===== config.mk =====
export PLATFORM = sky130hd
export DESIGN_NAME = mm_tile_scheduler
export DESIGN_NICKNAME = d
export VERILOG_FILES = /design/src/rtl/mm_tile_scheduler.sv
export SDC_FILE = /design/constraint.sdc
export NUM_CORES = 1
export LEC_CHECK = 0
export CORE_ASPECT_RATIO = 0.9
export CORE_MARGIN = 3
export CORE_UTILIZATION = 40
export CTS_CLUSTER_DIAMETER = 150
export CTS_CLUSTER_SIZE = 40
export DETAILED_ROUTE_END_ITERATION = 8
export DONT_BUFFER_PORTS = 1
export PLACE_DENSITY = 0.52
export RECOVER_POWER = 25
export SLEW_MARGIN = 20
export SYNTH_ARGS = -nofsm -noshare
export SYNTH_HDL_FRONTEND = slang
export SYNTH_SLANG_ARGS = --single-unit
export TNS_END_PERCENT = 30

===== constraint.sdc =====
create_clock -name clk -period 7.3 [get_ports clk]
set_clock_uncertainty 0.15 [all_clocks]
set_input_delay 1.46 -clock clk [delete_from_list [all_inputs] [get_ports clk]]
set_output_delay 1.46 -clock clk [all_outputs]
set_load 0.03 [all_outputs]

===== src/rtl/mm_tile_scheduler.sv =====
// rtl/mm_tile_scheduler.sv - tile loop sequencer for the matrix-multiply accelerator
module mm_tile_scheduler #(
  parameter int SIZE   = 16,
  parameter int DIM_W  = 16,
  parameter int ADDR_W = 32
) (
  input  logic              clk,
  input  logic              rstn,
  input  logic              cfg_start,
  input  logic [DIM_W-1:0]  cfg_m,
  input  logic [DIM_W-1:0]  cfg_k,
  input  logic [DIM_W-1:0]  cfg_n,
  input  logic [ADDR_W-1:0] cfg_addr_a,
  input  logic [ADDR_W-1:0] cfg_addr_b,
  input  logic [ADDR_W-1:0] cfg_addr_c,
  output logic              busy,
  output logic              done,
  output logic              ld_valid,
  input  logic              ld_ready,
  output logic              ld_sel,
  output logic [ADDR_W-1:0] ld_addr,
  output logic [DIM_W-1:0]  ld_stride,
  output logic [DIM_W-1:0]  ld_rows,
  output logic [DIM_W-1:0]  ld_cols,
  input  logic              ld_done,
  output logic              cmp_start,
  output logic              cmp_acc_clr,
  input  logic              cmp_done,
  output logic              wb_valid,
  input  logic              wb_ready,
  output logic [ADDR_W-1:0] wb_addr,
  output logic [DIM_W-1:0]  wb_rows,
  output logic [DIM_W-1:0]  wb_cols,
  input  logic              wb_done
);

  localparam int              LG      = $clog2(SIZE);
  localparam logic [DIM_W:0]  SIZE_X  = (DIM_W+1)'(SIZE);
  localparam logic [ADDR_W-1:0] AB_NSTEP = ADDR_W'(SIZE);
  localparam logic [ADDR_W-1:0] C_NSTEP  = ADDR_W'(SIZE) << 2;

  typedef enum logic [2:0] {
    S_IDLE, S_LOAD_A, S_LOAD_B, S_COMPUTE, S_WB, S_DONE
  } state_t;

  state_t            state;
  logic [DIM_W-1:0]  k_q, n_q, kt;
  // Remaining extents from the current tile origin; one extra bit so they never underflow.
  logic [DIM_W:0]    m_rem, k_rem, n_rem;
  // Row-start and current-tile pointers, advanced by adders only.
  logic [ADDR_W-1:0] base_b, a_row, a_ptr, b_col, b_ptr, c_row, c_ptr;
  logic [ADDR_W-1:0] a_mstep, b_kstep, c_mstep;
  logic [DIM_W-1:0]  m_ext, k_ext, n_ext;
  logic              last_k, last_n, last_m, zero_dim;

  function automatic logic [DIM_W-1:0] clip(input logic [DIM_W:0] rem);
    return (rem > SIZE_X) ? SIZE_X[DIM_W-1:0] : rem[DIM_W-1:0];
  endfunction

  assign m_ext    = clip(m_rem);
  assign k_ext    = clip(k_rem);
  assign n_ext    = clip(n_rem);
  assign last_k   = (k_rem <= SIZE_X);
  assign last_n   = (n_rem <= SIZE_X);
  assign last_m   = (m_rem <= SIZE_X);
  assign zero_dim = (cfg_m == '0) || (cfg_k == '0) || (cfg_n == '0);

  // Payload is taken straight from registered pointers, so it is stable while a request waits.
  assign ld_addr   = ld_sel ? b_ptr : a_ptr;
  assign ld_stride = ld_sel ? n_q   : k_q;
  assign ld_rows   = ld_sel ? k_ext : m_ext;
  assign ld_cols   = ld_sel ? n_ext : k_ext;
  assign wb_addr   = c_ptr;
  assign wb_rows   = m_ext;
  assign wb_cols   = n_ext;

  // Job sequencer: state, handshakes, tile counters and pointer updates.
  always_ff @(posedge clk) begin
    if (!rstn) begin
      state       <= S_IDLE;
      busy        <= 1'b0;
      done        <= 1'b0;
      ld_valid    <= 1'b0;
      ld_sel      <= 1'b0;
      cmp_start   <= 1'b0;
      cmp_acc_clr <= 1'b0;
      wb_valid    <= 1'b0;
      k_q         <= '0;
      n_q         <= '0;
      kt          <= '0;
      m_rem       <= '0;
      k_rem       <= '0;
      n_rem       <= '0;
      base_b      <= '0;
      a_row       <= '0;
      a_ptr       <= '0;
      b_col       <= '0;
      b_ptr       <= '0;
      c_row       <= '0;
      c_ptr       <= '0;
      a_mstep     <= '0;
      b_kstep     <= '0;
      c_mstep     <= '0;
    end else begin
      done        <= 1'b0;
      cmp_start   <= 1'b0;
      cmp_acc_clr <= 1'b0;
      case (state)
        S_IDLE: begin
          if (cfg_start) begin
            k_q     <= cfg_k;
            n_q     <= cfg_n;
            kt      <= '0;
            m_rem   <= {1'b0, cfg_m};
            k_rem   <= {1'b0, cfg_k};
            n_rem   <= {1'b0, cfg_n};
            base_b  <= cfg_addr_b;
            a_row   <= cfg_addr_a;
            a_ptr   <= cfg_addr_a;
            b_col   <= cfg_addr_b;
            b_ptr   <= cfg_addr_b;
            c_row   <= cfg_addr_c;
            c_ptr   <= cfg_addr_c;
            a_mstep <= ADDR_W'(cfg_k) << LG;
            b_kstep <= ADDR_W'(cfg_n) << LG;
            c_mstep <= ADDR_W'(cfg_n) << (LG + 2);
            if (zero_dim) begin
              state <= S_DONE;
              done  <= 1'b1;
            end else begin
              state    <= S_LOAD_A;
              busy     <= 1'b1;
              ld_valid <= 1'b1;
              ld_sel   <= 1'b0;
            end
          end
        end
        S_LOAD_A, S_LOAD_B: begin
          // Acceptance wins over a same-cycle ld_done; ld_done only counts once accepted.
          if (ld_valid) begin
            if (ld_ready) ld_valid <= 1'b0;
          end else if (ld_done) begin
            if (state == S_LOAD_A) begin
              state    <= S_LOAD_B;
              ld_valid <= 1'b1;
              ld_sel   <= 1'b1;
            end else begin
              state       <= S_COMPUTE;
              ld_sel      <= 1'b0;
              cmp_start   <= 1'b1;
              cmp_acc_clr <= (kt == '0);
            end
          end
        end
        S_COMPUTE: begin
          if (cmp_done && !cmp_start) begin
            if (!last_k) begin
              kt       <= kt + DIM_W'(1);
              k_rem    <= k_rem - SIZE_X;
              a_ptr    <= a_ptr + AB_NSTEP;
              b_ptr    <= b_ptr + b_kstep;
              state    <= S_LOAD_A;
              ld_valid <= 1'b1;
              ld_sel   <= 1'b0;
            end else begin
              state    <= S_WB;
              wb_valid <= 1'b1;
            end
          end
        end
        S_WB: begin
          if (wb_valid) begin
            if (wb_ready) wb_valid <= 1'b0;
          end else if (wb_done) begin
            kt    <= '0;
            k_rem <= {1'b0, k_q};
            if (!last_n) begin
              n_rem    <= n_rem - SIZE_X;
              b_col    <= b_col + AB_NSTEP;
              b_ptr    <= b_col + AB_NSTEP;
              a_ptr    <= a_row;
              c_ptr    <= c_ptr + C_NSTEP;
              state    <= S_LOAD_A;
              ld_valid <= 1'b1;
            end else begin
              n_rem <= {1'b0, n_q};
              b_col <= base_b;
              b_ptr <= base_b;
              if (last_m) begin
                state <= S_DONE;
                done  <= 1'b1;
                busy  <= 1'b0;
              end else begin
                m_rem    <= m_rem - SIZE_X;
                a_row    <= a_row + a_mstep;
                a_ptr    <= a_row + a_mstep;
                c_row    <= c_row + c_mstep;
                c_ptr    <= c_row + c_mstep;
                state    <= S_LOAD_A;
                ld_valid <= 1'b1;
              end
            end
          end
        end
        S_DONE: begin
          state <= S_IDLE;
        end
        default: state <= S_IDLE;
      endcase
    end
  end

endmodule


==> flow_metrics.tcl <==
set metrics [dict create \
    core_area_sq_um 52300 \
    ys_warn_count 0 \
    p_per_area_nw_per_um2 269 \
    synth.top_cells.by_area "dfxtp_1 31%, a21oi_1 7.3%, nand2_1 6.7%" \
    slowest_delay_ns 2.43 \
    leakagePower_nw 7.96 \
    grt_usage_pct 29.5 \
    r2r_end "m_rem[6]" \
    clockBufferDepth 3 \
    synth_top_area_share_pct 31.1 \
    cts_tree "built" \
    post-cts-setup-buffer-count 0 \
    drive_gt1_share_pct 5.73 \
    tns_ns 0 \
    worst_pin_slew_ns 3.29 \
    dieWidth_microns 250 \
    violations "capacitance limit, slew limit" \
    synth_area_leader_cell "dfxtp_1" \
    vdd_drop_max_mv 0.180 \
    hp-class "reg2reg" \
    nNetsFinal 2915 \
    synth_simple_gate_area_share_pct 22.3 \
    synth_top_family_by_area "compound AO/OA/AOI/OAI gates" \
    dieArea_sq_um 56300 \
    clkTransAtPathRegs_ns 0.16 \
    row_count 79 \
    fmax_ghz 0.170 \
    cap_viol_max_count 3 \
    antenna_left 0 \
    synth_edf_count 0 \
    fin_util_pct 42.3 \
    routedWlPerCell_microns 25.8 \
    period_minus_slack_ns 5.90 \
    synth_ff_type "dfxtp_1" \
    area_growth_pct 3.25 \
    required_ns 7.63 \
    worst_hold_path.num_cells 2 \
    via_per_inst 6.44 \
    synth_area_sq_um 21400 \
    grt_pass1_vias 20204 \
    layout_commonest_cell "nand2_1" \
    start_util_pct 40.9 \
    critPathKind "in2reg" \
    multi_input_area_sq_um 13600 \
    worstPathArrival_ns 6.23 \
    final_cell_mix "378 x nand2_1, 333 x dfxtp_1, 309 x a21oi_1" \
    fin_total_pwr_w 0.00595 \
    boundaryPins 303 \
    avgSynthCellArea_sq_um 7.49 \
    numCtsBuffers 12 \
    worstHoldStart "base_b[3]" \
    drv_slew 178 \
    grt_max_degree 180 \
    ys_seq_area_share_pct 31.1 \
    slew_headroom_pct -119 \
    grt_pass1_wl_mm 130 \
    synthXorXnorAreaFrac_pct 4.26 \
    cts_hold_buf 0 \
    worstPathCellList "clkinvlp_2, clkbuf_1, nor4_1, and3_1, a211o_1" \
    grt_overflow 0 \
    hold-path-endpoint "base_b[3]" \
    num_vias 21878 \
    rrSetupSlack_ns 2.81 \
    synth_compound_area_share_pct 29.4 \
    drc_errors 0 \
    cpMaxStageDelayCell "clkbuf_1" \
    synth_mux_area_share_pct 2.78 \
    synth-adder-area-share_pct 3.73 \
    critPathMaxFanout 179 \
    htreeDepth 1 \
    fill_cells 5312 \
    setup.worst_path.start_class "input port" \
    drt_pass1_iterations 8 \
    finalWirelength_mm 87.8 \
    crit-reg2reg-launch "state[0]" \
    r2r_cells 8 \
    rsz0062_at_grt "false" \
    async_flop_share_pct 0 \
    dieHeight_microns 225 \
    synth_seq_cells 333 \
    dr.first_iter.drc_count 2322 \
    regArea_sq_um 6670 \
    dp_hpwl_mm 61.4 \
    clk_latency_ns 0.58 \
    finalHoldViolCount 0 \
    synth_cell_types 85 \
    final.period_utilization_pct 80.8 \
    syn-instance-count 2857 \
    status "complete, but fails checks" \
    end_kind "flip-flop" \
    final-setup-viol-count 0 \
    numPortBuffers 0 \
    cts.repair.resized 0 \
    gp_congestion 0.940 \
    cts_num_sinks 333 \
    clockRootBuffer "clkbuf_16" \
    antenna_found_initial 3 \
]
## where the power goes
| part | switching (W) | internal, W | total, W | leakage, nW |
|---|---|---|---|---|
| combinational | 0.00157 | 0.000713 | 0.00228 | 5.02 |
| sequential | 0.000493 | 0.00212 | 0.00261 | 2.74 |
| clock | 0.000661 | 0.000393 | 0.00105 | 0.201 |
| total | 0.00272 | 0.00322 | 0.00595 | 7.96 |
## final cells by class
cell class	count	share of cell area (%)
clock inverter	3	0.249
clock buffer	16	1.61
antenna	3	0.0340
timing repair buffer	42	1.39
inverter	54	0.923
sequential	333	30.2
multi-input combinational	2258	61.7
tap	688	3.89
## logic make-up (layout without fill, tap and decap cells)
kind of cell,Yosys count,in the layout
other,1,43
adder cells (fa/ha/maj),62,62
multiplexers,54,54
buffers and inverters,305,115
AND/OR/NAND/NOR,1016,1016
XOR/XNOR,104,104
flip-flops,333,333
AO/OA/AOI/OAI,982,982
## synth_stat cells, types with 26 or more instances
cell	count
a211oi_1	44
a21o_1	26
a21oi_1	311
a221oi_1	52
a31oi_1	70
and3_1	45
buf_2	28
buf_4	42
clkbuf_1	160
dfxtp_1	333
ha_1	59
inv_1	54
mux2_2	43
nand2_1	382
nand3_1	88
nand4_1	45
nor2_1	215
nor3_1	79
nor4_1	40
o211ai_1	36
o21ai_0	224
xnor2_1	60
xor2_1	44
## state kept, by name, summed over array words and instances, names as in the netlist, 17 cells and up
signal,count
n_rem,17
b_ptr,32
a_row,32
a_ptr,32
base_b,32
m_rem,17
c_row,32
wb_addr,32
k_rem,17
b_col,32
## per-layer routing
metal	share of wire (%)	vias up	routed length, microns	GRT usage, %
met5	0.015	-	13	0
met4	3.2	2	2840	9.51
met3	11	130	9520	8.18
met2	44	1073	38900	46.2
met1	42	10503	36500	39.5
li1	-	10170	-	-
## how the worst max path moves through the flow
stage | start | slack (ns) | to | cells past startpoint
floorplan | n_rem[10] | 3.00 | ld_cols[5] | 10
global placement | cfg_start | 2.79 | c_row[28] | 7
detailed placement | cfg_start | 2.67 | c_row[30] | 7
CTS | m_rem[6] | 2.34 | ld_rows[3] | 5
global route | rstn | 1.09 | b_ptr[25] | 5
finish | rstn | 1.40 | b_ptr[25] | 5
## through the flow
step,hold WS (ns),setup slack [ns],std cells,area (sq um)
2_1_floorplan,0.283,3.00,2896,21600
3_3_place_gp,0.292,2.79,3375,21700
3_5_place_dp,0.297,2.67,3375,21700
4_1_cts,0.316,2.34,3394,22100
5_1_grt,0.337,1.09,3395,22100
6_report,0.316,1.40,3397,22100
## worst max-delay path, delay by kind of cell
kind / cells / cell delay [ns]
compound gates: 1 / 0.26
buf+inv: 2 / 4.00
simple gates: 2 / 0.46
Power figures use the tool's default switching activity.
